**src/rtl/riscv_defines.sv**
```systemverilog
// Shared RISC-V encodings: ALU operation codes and next-PC select codes.
package riscv_defines;

  localparam logic [3:0] ALU_ADD    = 4'd0;
  localparam logic [3:0] ALU_SUB    = 4'd1;
  localparam logic [3:0] ALU_SLL    = 4'd2;
  localparam logic [3:0] ALU_SLT    = 4'd3;
  localparam logic [3:0] ALU_SLTU   = 4'd4;
  localparam logic [3:0] ALU_XOR    = 4'd5;
  localparam logic [3:0] ALU_SRL    = 4'd6;
  localparam logic [3:0] ALU_SRA    = 4'd7;
  localparam logic [3:0] ALU_OR     = 4'd8;
  localparam logic [3:0] ALU_AND    = 4'd9;
  localparam logic [3:0] ALU_PASS_B = 4'd10;

  localparam logic [1:0] NEXT_PC_PC_PLUS_4          = 2'd0;
  localparam logic [1:0] NEXT_PC_BRANCH_JUMP_TARGET = 2'd1;
  localparam logic [1:0] NEXT_PC_JALR_TARGET        = 2'd2;

endpackage

```
**src/rtl/riscv_decode_stage_if.sv**
```systemverilog
// Fetch-side and execute-side handshake bundle of the decode stage.
// slave: the decode stage itself; master: the surrounding fetch/execute logic.
interface riscv_decode_stage_if #(
  parameter int XLEN = 32
);
  logic            in_valid;
  logic            in_ready;
  logic [XLEN-1:0] in_pc;
  logic [31:0]     in_instr;
  logic            flush;

  logic            out_valid;
  logic            out_ready;
  logic [XLEN-1:0] out_pc;
  logic [4:0]      out_rs1;
  logic [4:0]      out_rs2;
  logic [4:0]      out_rd;
  logic [31:0]     out_imm;
  logic [3:0]      out_alu_op;
  logic            out_alu_src_imm;
  logic            out_alu_src_pc;
  logic            out_reg_write;
  logic            out_mem_read;
  logic            out_mem_write;
  logic [2:0]      out_funct3;
  logic            out_branch;
  logic [1:0]      out_next_pc_sel;
  logic            out_illegal;

  modport slave (
    input  in_valid, in_pc, in_instr, flush, out_ready,
    output in_ready, out_valid, out_pc, out_rs1, out_rs2, out_rd, out_imm,
           out_alu_op, out_alu_src_imm, out_alu_src_pc, out_reg_write,
           out_mem_read, out_mem_write, out_funct3, out_branch,
           out_next_pc_sel, out_illegal
  );

  modport master (
    output in_valid, in_pc, in_instr, flush, out_ready,
    input  in_ready, out_valid, out_pc, out_rs1, out_rs2, out_rd, out_imm,
           out_alu_op, out_alu_src_imm, out_alu_src_pc, out_reg_write,
           out_mem_read, out_mem_write, out_funct3, out_branch,
           out_next_pc_sel, out_illegal
  );
endinterface

```
**src/rtl/riscv_decode_stage.sv**
```systemverilog
// RV32I decode stage: combinational decode of the fetched word into one
// output pipeline register, with a single-bubble load-use interlock.
module riscv_decode_stage
  import riscv_defines::*;
#(
  parameter int              XLEN     = 32,
  parameter logic [XLEN-1:0] RESET_PC = '0
) (
  input logic                 clk,
  input logic                 rst_n,
  riscv_decode_stage_if.slave bus
);

  localparam logic [6:0] OPC_LOAD   = 7'b0000011;
  localparam logic [6:0] OPC_OP_IMM = 7'b0010011;
  localparam logic [6:0] OPC_AUIPC  = 7'b0010111;
  localparam logic [6:0] OPC_STORE  = 7'b0100011;
  localparam logic [6:0] OPC_OP     = 7'b0110011;
  localparam logic [6:0] OPC_LUI    = 7'b0110111;
  localparam logic [6:0] OPC_BRANCH = 7'b1100011;
  localparam logic [6:0] OPC_JALR   = 7'b1100111;
  localparam logic [6:0] OPC_JAL    = 7'b1101111;

  logic [6:0]  opcode;
  logic [2:0]  f3;
  logic [6:0]  f7;
  logic [31:0] imm_i, imm_s, imm_b, imm_u, imm_j;
  logic [3:0]  arith_op;
  logic        bad;

  logic [4:0]  d_rs1, d_rs2, d_rd;
  logic [31:0] d_imm;
  logic [3:0]  d_alu_op;
  logic        d_src_imm, d_src_pc, d_reg_write, d_mem_read, d_mem_write;
  logic [2:0]  d_funct3;
  logic        d_branch;
  logic [1:0]  d_next_pc_sel;
  logic        d_illegal;

  logic        hazard;
  logic        accept;

  // Decode the presented word; unused register fields are forced to 0.
  always_comb begin
    opcode = bus.in_instr[6:0];
    f3     = bus.in_instr[14:12];
    f7     = bus.in_instr[31:25];
    imm_i  = {{20{bus.in_instr[31]}}, bus.in_instr[31:20]};
    imm_s  = {{20{bus.in_instr[31]}}, bus.in_instr[31:25], bus.in_instr[11:7]};
    imm_b  = {{19{bus.in_instr[31]}}, bus.in_instr[31], bus.in_instr[7],
              bus.in_instr[30:25], bus.in_instr[11:8], 1'b0};
    imm_u  = {bus.in_instr[31:12], 12'b0};
    imm_j  = {{11{bus.in_instr[31]}}, bus.in_instr[31], bus.in_instr[19:12],
              bus.in_instr[20], bus.in_instr[30:21], 1'b0};

    case (f3)
      3'b000:  arith_op = ALU_ADD;
      3'b001:  arith_op = ALU_SLL;
      3'b010:  arith_op = ALU_SLT;
      3'b011:  arith_op = ALU_SLTU;
      3'b100:  arith_op = ALU_XOR;
      3'b101:  arith_op = ALU_SRL;
      3'b110:  arith_op = ALU_OR;
      default: arith_op = ALU_AND;
    endcase

    bad           = 1'b0;
    d_rs1         = 5'd0;
    d_rs2         = 5'd0;
    d_rd          = 5'd0;
    d_imm         = 32'd0;
    d_alu_op      = ALU_ADD;
    d_src_imm     = 1'b0;
    d_src_pc      = 1'b0;
    d_reg_write   = 1'b0;
    d_mem_read    = 1'b0;
    d_mem_write   = 1'b0;
    d_funct3      = 3'd0;
    d_branch      = 1'b0;
    d_next_pc_sel = NEXT_PC_PC_PLUS_4;

    case (opcode)
      OPC_OP: begin
        d_rs1       = bus.in_instr[19:15];
        d_rs2       = bus.in_instr[24:20];
        d_rd        = bus.in_instr[11:7];
        d_funct3    = f3;
        d_reg_write = 1'b1;
        d_alu_op    = arith_op;
        if (f7 == 7'b0100000) begin
          if (f3 == 3'b000)      d_alu_op = ALU_SUB;
          else if (f3 == 3'b101) d_alu_op = ALU_SRA;
          else                   bad = 1'b1;
        end else if (f7 != 7'b0000000) begin
          bad = 1'b1;
        end
      end
      OPC_OP_IMM: begin
        d_rs1       = bus.in_instr[19:15];
        d_rd        = bus.in_instr[11:7];
        d_imm       = imm_i;
        d_src_imm   = 1'b1;
        d_funct3    = f3;
        d_reg_write = 1'b1;
        d_alu_op    = arith_op;
        if (f3 == 3'b001 && f7 != 7'b0000000) begin
          bad = 1'b1;
        end else if (f3 == 3'b101) begin
          if (f7 == 7'b0100000)      d_alu_op = ALU_SRA;
          else if (f7 != 7'b0000000) bad = 1'b1;
        end
      end
      OPC_LOAD: begin
        d_rs1       = bus.in_instr[19:15];
        d_rd        = bus.in_instr[11:7];
        d_imm       = imm_i;
        d_src_imm   = 1'b1;
        d_funct3    = f3;
        d_mem_read  = 1'b1;
        d_reg_write = 1'b1;
      end
      OPC_STORE: begin
        d_rs1       = bus.in_instr[19:15];
        d_rs2       = bus.in_instr[24:20];
        d_imm       = imm_s;
        d_src_imm   = 1'b1;
        d_funct3    = f3;
        d_mem_write = 1'b1;
      end
      OPC_BRANCH: begin
        d_rs1         = bus.in_instr[19:15];
        d_rs2         = bus.in_instr[24:20];
        d_imm         = imm_b;
        d_funct3      = f3;
        d_branch      = 1'b1;
        d_next_pc_sel = NEXT_PC_BRANCH_JUMP_TARGET;
        case (f3[2:1])
          2'b00:   d_alu_op = ALU_SUB;
          2'b10:   d_alu_op = ALU_SLT;
          2'b11:   d_alu_op = ALU_SLTU;
          default: bad = 1'b1;
        endcase
      end
      OPC_LUI: begin
        d_rd        = bus.in_instr[11:7];
        d_imm       = imm_u;
        d_src_imm   = 1'b1;
        d_alu_op    = ALU_PASS_B;
        d_reg_write = 1'b1;
      end
      OPC_AUIPC: begin
        d_rd        = bus.in_instr[11:7];
        d_imm       = imm_u;
        d_src_imm   = 1'b1;
        d_src_pc    = 1'b1;
        d_reg_write = 1'b1;
      end
      OPC_JAL: begin
        d_rd          = bus.in_instr[11:7];
        d_imm         = imm_j;
        d_reg_write   = 1'b1;
        d_next_pc_sel = NEXT_PC_BRANCH_JUMP_TARGET;
      end
      OPC_JALR: begin
        d_rs1         = bus.in_instr[19:15];
        d_rd          = bus.in_instr[11:7];
        d_imm         = imm_i;
        d_src_imm     = 1'b1;
        d_funct3      = f3;
        d_reg_write   = 1'b1;
        d_next_pc_sel = NEXT_PC_JALR_TARGET;
        if (f3 != 3'b000) bad = 1'b1;
      end
      default: bad = 1'b1;
    endcase

    // Illegal words travel down as inert bubbles carrying only pc and the flag.
    d_illegal = bad;
    if (bad) begin
      d_rs1         = 5'd0;
      d_rs2         = 5'd0;
      d_rd          = 5'd0;
      d_imm         = 32'd0;
      d_alu_op      = ALU_ADD;
      d_src_imm     = 1'b0;
      d_src_pc      = 1'b0;
      d_reg_write   = 1'b0;
      d_mem_read    = 1'b0;
      d_mem_write   = 1'b0;
      d_funct3      = 3'd0;
      d_branch      = 1'b0;
      d_next_pc_sel = NEXT_PC_PC_PLUS_4;
    end
  end

  // d_rs1/d_rs2 are already 0 when the field is unused, and out_rd!=0 is
  // required, so a plain index compare covers the uses_rs1/uses_rs2 terms.
  assign hazard = bus.out_valid && bus.out_mem_read && (bus.out_rd != 5'd0) &&
                  ((d_rs1 == bus.out_rd) || (d_rs2 == bus.out_rd));

  assign bus.in_ready = !hazard && (!bus.out_valid || bus.out_ready);
  assign accept       = bus.in_valid && bus.in_ready;

  // Output pipeline register; flush wins over accept, otherwise it drains.
  always_ff @(posedge clk or negedge rst_n) begin
    if (!rst_n) begin
      bus.out_valid       <= 1'b0;
      bus.out_pc          <= RESET_PC;
      bus.out_rs1         <= 5'd0;
      bus.out_rs2         <= 5'd0;
      bus.out_rd          <= 5'd0;
      bus.out_imm         <= 32'd0;
      bus.out_alu_op      <= ALU_ADD;
      bus.out_alu_src_imm <= 1'b0;
      bus.out_alu_src_pc  <= 1'b0;
      bus.out_reg_write   <= 1'b0;
      bus.out_mem_read    <= 1'b0;
      bus.out_mem_write   <= 1'b0;
      bus.out_funct3      <= 3'd0;
      bus.out_branch      <= 1'b0;
      bus.out_next_pc_sel <= NEXT_PC_PC_PLUS_4;
      bus.out_illegal     <= 1'b0;
    end else if (bus.flush) begin
      bus.out_valid <= 1'b0;
    end else if (accept) begin
      bus.out_valid       <= 1'b1;
      bus.out_pc          <= bus.in_pc;
      bus.out_rs1         <= d_rs1;
      bus.out_rs2         <= d_rs2;
      bus.out_rd          <= d_rd;
      bus.out_imm         <= d_imm;
      bus.out_alu_op      <= d_alu_op;
      bus.out_alu_src_imm <= d_src_imm;
      bus.out_alu_src_pc  <= d_src_pc;
      bus.out_reg_write   <= d_reg_write;
      bus.out_mem_read    <= d_mem_read;
      bus.out_mem_write   <= d_mem_write;
      bus.out_funct3      <= d_funct3;
      bus.out_branch      <= d_branch;
      bus.out_next_pc_sel <= d_next_pc_sel;
      bus.out_illegal     <= d_illegal;
    end else if (bus.out_ready) begin
      bus.out_valid <= 1'b0;
    end
  end

endmodule

```
**src/flat_wrapper.sv**
```systemverilog
// flat-port wrapper written by rule: the top's interface ports become plain ports
module riscv_decode_stage_flat import riscv_defines::*;
#(
  parameter int              XLEN     = 32,
  parameter logic [XLEN-1:0] RESET_PC = '0
)
  (clk, rst_n, bus_in_valid, bus_in_pc, bus_in_instr, bus_flush, bus_out_ready, bus_in_ready, bus_out_valid, bus_out_pc, bus_out_rs1, bus_out_rs2, bus_out_rd, bus_out_imm, bus_out_alu_op, bus_out_alu_src_imm, bus_out_alu_src_pc, bus_out_reg_write, bus_out_mem_read, bus_out_mem_write, bus_out_funct3, bus_out_branch, bus_out_next_pc_sel, bus_out_illegal);
  riscv_decode_stage_if #(.XLEN(XLEN)) bus_i ();
  input logic clk;
  input logic rst_n;
  input wire logic [$bits(bus_i.in_valid)-1:0] bus_in_valid;
  input wire logic [$bits(bus_i.in_pc)-1:0] bus_in_pc;
  input wire logic [$bits(bus_i.in_instr)-1:0] bus_in_instr;
  input wire logic [$bits(bus_i.flush)-1:0] bus_flush;
  input wire logic [$bits(bus_i.out_ready)-1:0] bus_out_ready;
  output wire logic [$bits(bus_i.in_ready)-1:0] bus_in_ready;
  output wire logic [$bits(bus_i.out_valid)-1:0] bus_out_valid;
  output wire logic [$bits(bus_i.out_pc)-1:0] bus_out_pc;
  output wire logic [$bits(bus_i.out_rs1)-1:0] bus_out_rs1;
  output wire logic [$bits(bus_i.out_rs2)-1:0] bus_out_rs2;
  output wire logic [$bits(bus_i.out_rd)-1:0] bus_out_rd;
  output wire logic [$bits(bus_i.out_imm)-1:0] bus_out_imm;
  output wire logic [$bits(bus_i.out_alu_op)-1:0] bus_out_alu_op;
  output wire logic [$bits(bus_i.out_alu_src_imm)-1:0] bus_out_alu_src_imm;
  output wire logic [$bits(bus_i.out_alu_src_pc)-1:0] bus_out_alu_src_pc;
  output wire logic [$bits(bus_i.out_reg_write)-1:0] bus_out_reg_write;
  output wire logic [$bits(bus_i.out_mem_read)-1:0] bus_out_mem_read;
  output wire logic [$bits(bus_i.out_mem_write)-1:0] bus_out_mem_write;
  output wire logic [$bits(bus_i.out_funct3)-1:0] bus_out_funct3;
  output wire logic [$bits(bus_i.out_branch)-1:0] bus_out_branch;
  output wire logic [$bits(bus_i.out_next_pc_sel)-1:0] bus_out_next_pc_sel;
  output wire logic [$bits(bus_i.out_illegal)-1:0] bus_out_illegal;
  assign bus_i.in_valid = bus_in_valid;
  assign bus_i.in_pc = bus_in_pc;
  assign bus_i.in_instr = bus_in_instr;
  assign bus_i.flush = bus_flush;
  assign bus_i.out_ready = bus_out_ready;
  assign bus_in_ready = bus_i.in_ready;
  assign bus_out_valid = bus_i.out_valid;
  assign bus_out_pc = bus_i.out_pc;
  assign bus_out_rs1 = bus_i.out_rs1;
  assign bus_out_rs2 = bus_i.out_rs2;
  assign bus_out_rd = bus_i.out_rd;
  assign bus_out_imm = bus_i.out_imm;
  assign bus_out_alu_op = bus_i.out_alu_op;
  assign bus_out_alu_src_imm = bus_i.out_alu_src_imm;
  assign bus_out_alu_src_pc = bus_i.out_alu_src_pc;
  assign bus_out_reg_write = bus_i.out_reg_write;
  assign bus_out_mem_read = bus_i.out_mem_read;
  assign bus_out_mem_write = bus_i.out_mem_write;
  assign bus_out_funct3 = bus_i.out_funct3;
  assign bus_out_branch = bus_i.out_branch;
  assign bus_out_next_pc_sel = bus_i.out_next_pc_sel;
  assign bus_out_illegal = bus_i.out_illegal;
  riscv_decode_stage #(.XLEN(XLEN), .RESET_PC(RESET_PC)) u_core (.clk(clk), .rst_n(rst_n), .bus(bus_i));
endmodule
```
**config.mk**
```make
export PLATFORM = sky130hd
export DESIGN_NAME = riscv_decode_stage_flat
export DESIGN_NICKNAME = d
export VERILOG_FILES = /design/src/rtl/riscv_defines.sv /design/src/rtl/riscv_decode_stage_if.sv /design/src/rtl/riscv_decode_stage.sv /design/src/flat_wrapper.sv
export SDC_FILE = /design/constraint.sdc
export NUM_CORES = 1
export LEC_CHECK = 0
export ABC_AREA = 1
export CORE_ASPECT_RATIO = 0.8
export CORE_MARGIN = 4
export CORE_UTILIZATION = 51
export CTS_CLUSTER_SIZE = 24
export DETAILED_ROUTE_END_ITERATION = 6
export GPL_TIMING_DRIVEN = 0
export MAX_ROUTING_LAYER = met4
export PLACE_DENSITY = 0.92
export SYNTH_ARGS = -nofsm -noshare
export SYNTH_HDL_FRONTEND = slang
export SYNTH_SLANG_ARGS = --single-unit
export TNS_END_PERCENT = 20
```
**constraint.sdc**
```tcl
create_clock -name clk -period 2.88 [get_ports clk]
set_input_delay 0.432 -clock clk [delete_from_list [all_inputs] [get_ports clk]]
set_output_delay 0.432 -clock clk [all_outputs]
set_load 0.005 [all_outputs]
```
Word-level counts from Yosys, hierarchy flattened:

Index checks and enable logic that the tools add are counted.

* register bits after elaboration: 96
* input bits: 69
* output and inout port bits: 97
* logic and storage cells: 110

* equal/unequal tests: 20
* mux-type cells: 47
* bitwise logic cells: 1
* reductions and logical operators: 26

Operators by type and width (count)
* $pmux W32 S5: 1
* $mux W32: 1
* $mux W5: 6
* $eq A7 B6 Y1 const B: 4
* $mux W4: 7
* $pmux W4 S7: 1
* $mux W1: 24
* $eq A7 B7 Y1 const B: 3
* $pmux W4 S4: 1
* $eq A7 B5 Y1 const B: 2
* $reduce_or A6 Y1: 2
* $eq A5 B5 Y1: 2
* $eq A3 B3 Y1 const B: 3
* $pmux W3 S3: 1
* $reduce_or A3 Y1: 3
* $eq A7 B2 Y1 const B: 1
* $reduce_bool A7 Y1: 1
* $reduce_or A7 Y1: 1
* $eq A3 B2 Y1 const B: 2
* $logic_and A1 B1 Y1: 6
* $mux W3: 2
* $reduce_bool A3 Y1: 2
* $pmux W1 S5: 1
* $reduce_bool A5 Y1: 1
* 12 further kinds: 16

Logic depth before layout (Yosys ltp):

Gate-level depths: netlist of the first run.

* word-level depth: 15
* depth in mapped cells: 22
* mapped depth without buffers: 20

Worst setup path after synthesis of the first run:

No wires, ideal clock.

* path type: input to register
* from: input port bus_in_instr[1]
* to: register u_core.bus.out_alu_op[3] (netlist name)
* setup time: 0.117 ns
* arrival time: 2.205 ns
* required time: 2.763 ns
* slack: 0.558 ns
* stages on the path: 19
* path buffers: 2
* cells stage by stage: nand2_1 -> inv_1 -> nand2_1 -> nor2_1 -> nand2_1 -> nand2_1 -> inv_2 -> nand3_4 -> nor2_4 -> nand2_1 -> xor2_1 -> nand3_1 -> nand2_1 -> nand2_2 -> nand3_2 -> buf_6 -> buf_6 -> nand2_1 -> nand2_1

* cells in the longest elaborated chain, start to end: 11
* elaborated cells on any way between the ends: 27
* those cells by class: 11 x eq/ne; 7 x mux; 9 x reduce/logical

Ends and longest elaborated chain
* start: declaration: line flat_wrapper.sv:13 `input wire logic [$bits(bus_i.in_instr)-1:0] bus_in_instr;`
* $eq A7 B6 Y1, or another cell as far along: line riscv_decode_stage.sv:82 `case (opcode)`
* $reduce_or A5 Y1 (no source line), or another cell as far along
* $pmux W1 S5 or $mux W5 (tied branches): line riscv_decode_stage.sv:82
* $mux W5: line riscv_decode_stage.sv:179 `if (bad) begin`
* $eq A5 B5 Y1: line riscv_decode_stage.sv:199 `((d_rs1 == bus.out_rd) || (d_rs2 == bus.out_rd));`
* $logic_or A1 B1 Y1: line riscv_decode_stage.sv:199
* $logic_and A1 B1 Y1: line riscv_decode_stage.sv:198 `assign hazard = bus.out_valid && bus.out_mem_read && (bus.out_rd != 5'd0) &&`
* $logic_not A1 Y1: line riscv_decode_stage.sv:201 `assign bus.in_ready = !hazard && (!bus.out_valid || bus.out_ready);`
* $logic_and A1 B1 Y1: line riscv_decode_stage.sv:201
* $logic_and A1 B1 Y1: line riscv_decode_stage.sv:202 `assign accept = bus.in_valid && bus.in_ready;`
* $reduce_and A2 Y1 (no source line)
* end signal: assignment: line riscv_decode_stage.sv:232 `bus.out_alu_op <= d_alu_op;`
* end: declaration: line riscv_decode_stage_if.sv:33 `out_alu_op, out_alu_src_imm, out_alu_src_pc, out_reg_write,`

Several ways; a longest one is shown, not always the timed one.
A chain may end at the register's enable or synchronous reset.

Worst setup path after layout of the first run:

* from: input port bus_in_instr[1]
* to: output port bus_in_ready

* cells in the longest elaborated chain, start to end: 9
* elaborated cells on any way between the ends: 23
* those cells by class: 11 x eq/ne; 5 x mux; 7 x reduce/logical

Ends and longest elaborated chain
* $eq A7 B6 Y1, or another cell as far along: line riscv_decode_stage.sv:82
* $reduce_or A5 Y1 (no source line), or another cell as far along
* $pmux W1 S5 or $mux W5 (tied branches): line riscv_decode_stage.sv:82
* $mux W5: line riscv_decode_stage.sv:179
* $eq A5 B5 Y1: line riscv_decode_stage.sv:199
* $logic_or A1 B1 Y1 (*): line riscv_decode_stage.sv:199
* $logic_and A1 B1 Y1 (*): line riscv_decode_stage.sv:198
* $logic_not A1 Y1 (*): line riscv_decode_stage.sv:201
* $logic_and A1 B1 Y1 (*): line riscv_decode_stage.sv:201
* end: declaration: line flat_wrapper.sv:16 `output wire logic [$bits(bus_i.in_ready)-1:0] bus_in_ready;`

Mark *: on every way between the ends. The rest lies on a longest branch, timed or not.

==> results.toml, run 1 <==
[outcome]
outcome = "completed"

[sta]
max-slew-margin-rel_pct = 60.9
final_max_slew_viol_count = 0
timing_worst_slew_pin_value_ps = 587
finalCriticalPeriod_ps = 2810
finalSetupViolCount = 0
period_share_pct = 97.4
setup_slack_ps = 73.7
hold_slack_ps = 45.3
fmax_mhz = 356
final.setup_skew_ps = 10.3
finalHoldViolCount = 0

[clock_tree]
tritoncts = "yes"
clock_tree_root_buffer_cell = "clkbuf_16"
cts.reportedPaths.clkPinSlew_ps = 60
clock_path_buffers = 2
cts.sink_count = 96
clk_latency_ps = 350
cts_max_level = 3
cts-buffers-inserted = 9
cts_hold_buffers = 0

[route]
drt.antenna.violating_nets = 0
detailroute.via_count = 6047
detail_route.vias_per_cell = 5.69
first_pass_iters = 5
highest_layer = "met4"
wl_met3_um = 2080
met1_length_um = 7620
dr_wl_met2_um = 8430
routed_wl_um = 18600
wl_per_cell_um = 17.5
detail_route.iter0.violations = 795
drc_errors = 0

[cells_and_area]
mostFrequentLayoutCells = "nand2_1 (257), clkdlybuf4s50_1 (146), nand4_1 (99)"
filler_cell_count = 691
layout-drive-gt1-share_pct = 13.4
p_r_area_growth_vs_syn_pct = 46.2
fin_area_sq_um = 7620
seqCellArea_sq_um = 2400
area_of_the_multi_input_gates_sq_um = 2510
mostFrequentLayoutCell = "nand2_1"
fin_nets = 990
finish.cell_count_without_fillers = 1062
diodes = 0

[grt]
maximum_number_of_pins_on_one_net_before_global_route_repair = 63
grt_util_all_layers_pct = 31.1
antenna_found_initial = 0
grt_pass1_wl_um = 28600
grt_pass1_vias = 5583
gr-total-overflow = 0

[floorplanning]
die_h_um = 98.5
std_cell_rows = 32
initial_core_util_pct = 53.2
floorplan.die_area_sq_um = 11900
placeable_core_area_sq_um = 9810
num_io_pins = 166
fp.dieW_um = 121

[logic_synthesis]
postSynthRegisterBits = 96
synth_cell_types = 29
yosysSeqAreaShare_pct = 46.1
post_synthesis_cell_area_sq_um = 5220
synth-warning-count = 0
synthCells = 724
post_syn_nets = 793
per_instance_average_area_after_synthesis_sq_um = 7.20

[min_path]
min_path_type = "input pin to asynchronous set/reset pin"

[power_and_ir_drop]
power_dens_cells_nw_per_um2 = 435
power.static_leakage_uw = 0.00387
fin_total_pwr_uw = 3320
max_ir_drop_vdd_mv = 0.406

[critical_path]
path_class = "input pin to primary output"
crit_path_start_kind = "input pin"
crit_fanout = 5
r2r.worst_path.cells = 9
worst_r2r_startpoint = "u_core.bus.out_rd[4]$_DFFE_PN0P_"
timing.critical_path.arrival_ps = 2370
timing.critical_path.from = "bus_in_instr[1]"
cp_data_required_time_ps = 2450
crit_path_end_kind = "primary output"

[placed_design]
place_worst_setup_slack_ps = -761
placedCellCount = 1026
post_dp_cell_area_sq_um = 7060
detailed_place_hpwl_um = 13400
finalWeightedCongestion = 0.998
io_buffer_count = 165

[job]
max_cap_violation_count = 0
## stage by stage
stage	setup TNS [ps]	utilization (%)
2_1_floorplan	0	-
3_3_place_gp	-232210	71.7
3_5_place_dp	-35470	72.0
4_1_cts	0	76.7
5_1_grt	-89.1	77.7
6_report	0	77.7
## timing repair
action | 4_1_cts | 5_1_grt
pin swaps | 19 | 17
buffers inserted | 10 | 9
gates cloned | 1 | 0
endpoints found under the setup margin | 74 | 94
resized for setup | 54 | 56
## path summary, 6_finish.rpt
check                      slack, ps                            endpoint
max                               70                        bus_in_ready
min                               50  u_core.bus.out_imm[12]$_DFFE_PN0P_
max reg2reg                      730   u_core.bus.out_imm[7]$_DFFE_PN0P_
min reg2reg                      470    u_core.bus.out_pc[1]$_DFFE_PN0P_
max in group asynchronous       2170    u_core.bus.out_pc[6]$_DFFE_PN0P_
min in group clk                 440   u_core.bus.out_imm[8]$_DFFE_PN0P_
## power breakdown
part / total, uW / switching [uW] / internal (uW) / leakage [uW]
Sequential: 1470 / 48.4 / 1430 / 0.00129
Clock: 1240 / 552 / 687 / 0.000142
Combinational: 603 / 306 / 297 / 0.00244
## cells by family after synthesis
logic type      after synthesis  synth area share, %
simple gates                469                 39.9
buf+inv                     112                 9.21
flops                        96                 46.1
compound gates               46                 4.70
xor+xnor                      1                0.168
## critical path, stage by stage
cell and delay [ps]:
clkdlybuf4s15_1 200, nand2_4 100, inv_4 90, nand2_8 70
nor2_4 180, nand2_2 100, nand2_2 100, inv_2 50
nand3_4 120, nor2_4 70, nand2_1 150, nand2_1 90
nand2_1 70, nor2_1 40, nand3_1 90, nand2_2 90
a21boi_2 160, buf_2 150
## synth_stat cells
cell	n	area, sq um
a211oi_1	1	7.51
a21boi_0	1	7.51
a21oi_1	28	140
a22oi_1	1	7.51
a31oi_1	2	12.5
buf_1	2	7.51
buf_2	9	45.0
buf_4	3	22.5
buf_6	5	56.3
clkbuf_1	27	101
clkinv_1	1	3.75
dfrtp_1	96	2400
inv_1	59	221
inv_2	6	22.5
nand2_1	277	1040
nand2_2	2	12.5
nand3_1	19	95.1
nand3_2	1	10.0
nand3_4	1	17.5
nand4_1	99	619
nor2_1	64	240
nor2_2	2	12.5
nor2_4	2	22.5
nor3_1	2	10.0
o21ai_0	9	45.0
o21ai_1	2	10.0
o22ai_1	1	6.26
o311ai_0	1	8.76
xor2_1	1	8.76
## registers in the layout, summed over array words and instances (netlist names)
name	flops
u_core.bus.out_alu_op	4
u_core.bus.out_alu_src_imm	1
u_core.bus.out_alu_src_pc	1
u_core.bus.out_branch	1
u_core.bus.out_funct3	3
u_core.bus.out_illegal	1
u_core.bus.out_imm	32
u_core.bus.out_mem_read	1
u_core.bus.out_mem_write	1
u_core.bus.out_next_pc_sel	2
u_core.bus.out_pc	32
u_core.bus.out_rd	5
u_core.bus.out_reg_write	1
u_core.bus.out_rs1	5
u_core.bus.out_rs2	5
u_core.bus.out_valid	1
## routing by layer
layer	track usage [%]	vias to the layer above
met5	-	-
met2	47.2	417
li1	-	2754
met3	6.08	58
met4	8.45	0
met1	42.8	2818
## final cells by class
class	instances	area share [%]
multi-input combinational	517	33.0
tap	136	2.23
inverter	66	3.35
buffer	46	3.05
clock buffer	10	3.00
timing repair buffer	185	22.9
clock inverter	6	0.968
sequential	96	31.5
(Power assumes the default switching activity.)
==> run 2, diff against run 1 <==
CORE_UTILIZATION = 47   (was 51)
PLACE_DENSITY = 0.86   (was 0.92)
clock period = 3 ns   (was 2.88 ns; I/O delays follow)
==> results.toml, run 2 (synthesis gave the netlist of run 1 again) <==
[outcome]
outcome = "completed"

[sta]
finalHoldViolCount = 0
timing_worst_slew_pin_value_ps = 525
finalSetupViolCount = 0
finalCriticalPeriod_ps = 2890
fmax_mhz = 347
setup_slack_ps = 115
final.setup_skew_ps = 10.2
max-slew-margin-rel_pct = 65.0
final_max_slew_viol_count = 0
period_share_pct = 96.2

[route]
first_pass_iters = 6
detail_route.vias_per_cell = 5.46
detail_route.iter0.violations = 683
wl_per_cell_um = 16.6
drt.antenna.violating_nets = 0
detailroute.via_count = 5806
drc_errors = 0
routed_wl_um = 17600

[floorplanning]
floorplan.die_area_sq_um = 12900
num_io_pins = 166
fp.dieW_um = 126
initial_core_util_pct = 48.1
std_cell_rows = 34
die_h_um = 102
placeable_core_area_sq_um = 10800

[clock_tree]
clock_tree_root_buffer_cell = "clkbuf_16"
cts.sink_count = 96
cts-buffers-inserted = 9
clock_path_buffers = 2
cts_max_level = 3
cts.reportedPaths.clkPinSlew_ps = 70
tritoncts = "yes"
clk_latency_ps = 350
cts_hold_buffers = 0

[critical_path]
critical_path.n_buffers_inverters = 6
critical_path.most_common_cell = "nand2_1"
crit_chain = "dlygate4sd2_1 -> inv_1 -> nand2_1 -> nor2_4 -> nand2_4 -> inv_4 -> nor2_1 -> nand3_2 -> inv_2 -> nor2_4 -> buf_6 -> nand2_1 -> nand2_1 -> nand2_2 -> nor2_4 -> nand2_1 -> nand2_2 -> a21boi_1 -> buf_2"
cp_data_required_time_ps = 2550
crit_path_start_kind = "input pin"
cp_slowest_stage_delay_ps = 270
crit_fanout = 6
cp_slowest_cell = "dlygate4sd2_1"
timing.critical_path.arrival_ps = 2440
crit_path_end_kind = "primary output"
timing.critical_path.max_delay_family = "simple AND/OR/NAND/NOR gates"
path_class = "input pin to primary output"

[power_and_ir_drop]
p_comb_share_pct = 17.7
power_dens_cells_nw_per_um2 = 416
power.share.sequential_pct = 44.7
clockPowerShare_pct = 37.6
power.internal_uw = 2310
power_switching_share_pct = 27.0
netSwitchingPower_uw = 853
power.static_leakage_uw = 0.00386
max_ir_drop_vdd_mv = 0.219
fin_total_pwr_uw = 3160

[cells_and_area]
p_r_area_growth_vs_syn_pct = 45.7
top_regs = "u_core.bus.out_imm (32), u_core.bus.out_pc (32)"
layout-drive-gt1-share_pct = 10.8
mostFrequentLayoutCells = "nand2_1 (264), clkdlybuf4s50_1 (146), nand4_1 (99)"
fin_area_sq_um = 7600
mostFrequentLayoutCell = "nand2_1"
filler_cell_count = 886
fin_util_pct = 70.0
fin_nets = 984
diodes = 0
finish.cell_count_without_fillers = 1064

[job]
max_cap_violation_count = 0

[grt]
gr-total-overflow = 0
grt_pass1_wl_um = 28000
antenna_found_initial = 0
grt_pass1_vias = 5481
maximum_number_of_pins_on_one_net_before_global_route_repair = 61
grt_util_all_layers_pct = 28.1

[placed_design]
finalWeightedCongestion = 1.03
placedCellCount = 1034
detailed_place_hpwl_um = 13000
post_dp_cell_area_sq_um = 7070
io_buffer_count = 165
place_worst_setup_slack_ps = -615

[min_path]
min_path_type = "input pin to asynchronous set/reset pin"
run 2: cell types whose count changed in the layout (fill, tap and decap cells not counted), moves of 2 or more:
cell	delta
dlymetal6s2s_1	+3
nand3_1	+3
nor2_4	+2
inv_2	+2
buf_4	-7
nand2_2	-5
nand3_2	-2
nor2_1	-2
clkbuf_2	-12
dlygate4sd2_1	+10
nand2_1	+7
run 2: area by class of cell:
type                            instances  area [sq um]  area share (%)
Buffer                                 46           233            3.06
Clock buffer                           10           229            3.01
Clock inverter                          6          73.8           0.972
Inverter                               66           250            3.29
Multi-Input combinational cell        517          2470            32.5
Sequential cell                        96          2400            31.6
Tap cell                              144           180            2.37
Timing Repair Buffer                  179          1760            23.2
run 2: power by group through the flow:
stage	Sequential [uW]	Combinational, uW	Clock [uW]
after global routing	1420	611	1250
after global placement	1440	530	0
after CTS	1410	552	1210
final	1410	562	1190
after floorplan	1440	185	0
after detailed placement	1440	543	0
run 2: through the flow:
stage	TNS [ps]	hold slack, ps
CTS	0	78.2
global placement	-213460	452
global route	-28.6	97.8
finish	0	65.0
detailed placement	-23630	451
floorplan	0	154
run 2: worst paths after layout:
path	from	endpoint	slack, ps	cells after the start
min	rst_n	u_core.bus.out_imm[12]$_DFFE_PN0P_	70	1
max reg2reg	u_core.bus.out_rd[4]$_DFFE_PN0P_	u_core.bus.out_imm[18]$_DFFE_PN0P_	960	9
max in group asynchronous	rst_n	u_core.bus.out_imm[31]$_DFFE_PN0P_	2280	2
min in group clk	u_core.bus.out_rs2[0]$_DFFE_PN0P_	u_core.bus.out_rs2[0]$_DFFE_PN0P_	470	2
max	bus_in_instr[2]	bus_in_ready	110	19
min reg2reg	u_core.bus.out_rs2[0]$_DFFE_PN0P_	u_core.bus.out_rs2[0]$_DFFE_PN0P_	470	2
run 2: metal layers:
layer	share of wire, %	GRT usage (%)	vias up	routed length, um
li1	-	-	2756	-
met1	45	39.0	2736	7840
met2	45	41.7	272	7910
met3	8.8	6.84	42	1550
met4	1.8	7.25	0	310
met5	0	-	-	0
run 2: worst reg2reg max path: cells and delay by family (launching register included):
kind / cells / cell delay [ps]
buffers and inverters: 4 / 680
AND/OR/NAND/NOR: 4 / 530
flip-flops: 1 / 470
AO/OA/AOI/OAI: 1 / 300
run 2: what timing repair did:
action,4_1_cts,5_1_grt
pin swaps,15,10
setup endpoints to repair,1,91
cloned,1,0
setup buffers,10,3
resized for setup,52,23
==> run 3, diff against run 2 <==
GPL_ROUTABILITY_DRIVEN = 1   (was default)
PLACE_DENSITY = 0.81   (was 0.86)
==> results.toml, run 3 (synthesis gave the netlist of run 1 again) <==
[sta]
finalSetupViolCount = 0
period_share_pct = 97.1
max-slew-margin-rel_pct = 64.4
setup_slack_ps = 88.3
final_max_slew_viol_count = 0
fmax_mhz = 343
final.setup_skew_ps = 10.1
hold_slack_ps = 77.9
timing_worst_slew_pin_value_ps = 534
finalCriticalPeriod_ps = 2910
finalHoldViolCount = 0

[cells_and_area]
fin_nets = 990
top_regs = "u_core.bus.out_imm (32), u_core.bus.out_pc (32)"
mostFrequentLayoutCell = "nand2_1"
mostFrequentLayoutCells = "nand2_1 (266), clkdlybuf4s50_1 (146), nand4_1 (99)"
p_r_area_growth_vs_syn_pct = 46.5
diodes = 0
layout-drive-gt1-share_pct = 11.2
fin_area_sq_um = 7640

[route]
detailroute.via_count = 5848
detail_route.iter0.violations = 637
wl_per_cell_um = 16.5
detail_route.vias_per_cell = 5.47
routed_wl_um = 17700
drt.antenna.violating_nets = 0
drc_errors = 0
first_pass_iters = 7

[critical_path]
reg2reg_to = "u_core.bus.out_imm[7]$_DFFE_PN0P_"
timing.critical_path.arrival_ps = 2460
path_class = "input pin to primary output"
worst_r2r_startpoint = "u_core.bus.out_rd[3]$_DFFE_PN0P_"
crit_path_start_kind = "input pin"
cp_data_required_time_ps = 2550
reg2reg_setup_slack_ps = 1000
r2r.worst_path.cells = 9
crit_path_end_kind = "primary output"
crit_fanout = 4

[min_path]
min_path_type = "input pin to asynchronous set/reset pin"

[grt]
grt_util_all_layers_pct = 27.8
grt_pass1_wl_um = 27600
maximum_number_of_pins_on_one_net_before_global_route_repair = 59
grt_pass1_vias = 5231
antenna_found_initial = 0
gr-total-overflow = 0

[floorplanning]
placeable_core_area_sq_um = 10800
fp.dieW_um = 126
initial_core_util_pct = 48.1
num_io_pins = 166
floorplan.die_area_sq_um = 12900
die_h_um = 102
std_cell_rows = 34

[outcome]
outcome = "completed"

[placed_design]
finalWeightedCongestion = 0.962
place_worst_setup_slack_ps = -594
post_dp_cell_area_sq_um = 7070
io_buffer_count = 165
detailed_place_hpwl_um = 13300

[power_and_ir_drop]
max_ir_drop_vdd_mv = 0.286
fin_total_pwr_uw = 3130
power_dens_cells_nw_per_um2 = 409
power.static_leakage_uw = 0.00390

[clock_tree]
cts.reportedPaths.clkPinSlew_ps = 70
cts_max_level = 3
tritoncts = "yes"
clk_latency_ps = 350
clock_path_buffers = 2
cts.sink_count = 96
cts-buffers-inserted = 9
clock_tree_root_buffer_cell = "clkbuf_16"
cts_hold_buffers = 0

[job]
max_cap_violation_count = 0
[run 3: cell count changes in the layout (fill, tap and decap cells not counted), sizes merged]
cell and change:
buf +6, bufinv -1, clkbuf -1, clkinv +2, clkinvlp -1, dlygate4sd2 +2
dlymetal6s2s -1
[run 3: area by class of cell]
cell class	instances	area (sq um)
sequential	96	2400
clock inverter	6	61.3
fill	874	3210
buffer	46	233
multi-input combinational	517	2470
timing repair buffer	185	1800
clock buffer	10	239
tap	144	180
inverter	66	250
[run 3: timing repair]
action	4_1_cts	5_1_grt
resized for setup	50	21
cloned	1	0
pin swaps	13	9
setup endpoints to repair	24	1
setup buffers	11	8
[run 3: how the worst max path moves through the flow]
| stage | depth (start not counted) | to | from | slack (ps) |
|---|---|---|---|---|
| 3_3_place_gp | 1 | u_core.bus.out_pc[12]$_DFFE_PN0P_ | rst_n | -2070 |
| 3_5_place_dp | 17 | bus_in_ready | bus_in_instr[31] | -590 |
| 2_1_floorplan | 19 | u_core.bus.out_alu_op[3]$_DFFE_PN0P_ | bus_in_instr[1] | 660 |
| 6_report | 17 | bus_in_ready | bus_in_instr[27] | 90 |
| 5_1_grt | 19 | bus_in_ready | bus_in_instr[13] | -30 |
| 4_1_cts | 19 | bus_in_ready | bus_in_instr[0] | 60 |
[run 3: critical path, cell delays in order]
cell and delay (ps):
dlygate4sd2_1 270, nor2_2 170, nand2_1 120, nor2_1 120
nand2_1 120, nand2_2 110, nand3_4 120, nor2_4 150
buf_4 140, nand2_1 60, nand2_1 70, nand2_1 50
nor2_1 120, nand3_1 100, nand2_2 100, a21boi_1 60
buf_2 130
[run 3: through the flow]
step / std cells / utilization [%] / TNS (ps)
5_1_grt: 1070 / 70.4 / -33.1
2_1_floorplan: 724 / - / 0
3_3_place_gp: 1033 / 65.0 / -225130
3_5_place_dp: 1034 / 65.2 / -28960
6_report: 1070 / 70.4 / 0
4_1_cts: 1062 / 69.3 / 0
[run 3: routing by layer]
layer / share of wire, % / global-route usage [%]
met5: 0 / -
met4: 2.1 / 7.09
met3: 8.8 / 4.44
met2: 43 / 40.3
met1: 46 / 40.9
[run 3: where the power goes]
part	leakage [uW]	switching, uW	internal [uW]	total, uW
Clock	0.000144	544	606	1150
Sequential	0.00129	44.3	1370	1410
Combinational	0.00247	282	283	565
Total	0.00390	870	2260	3130
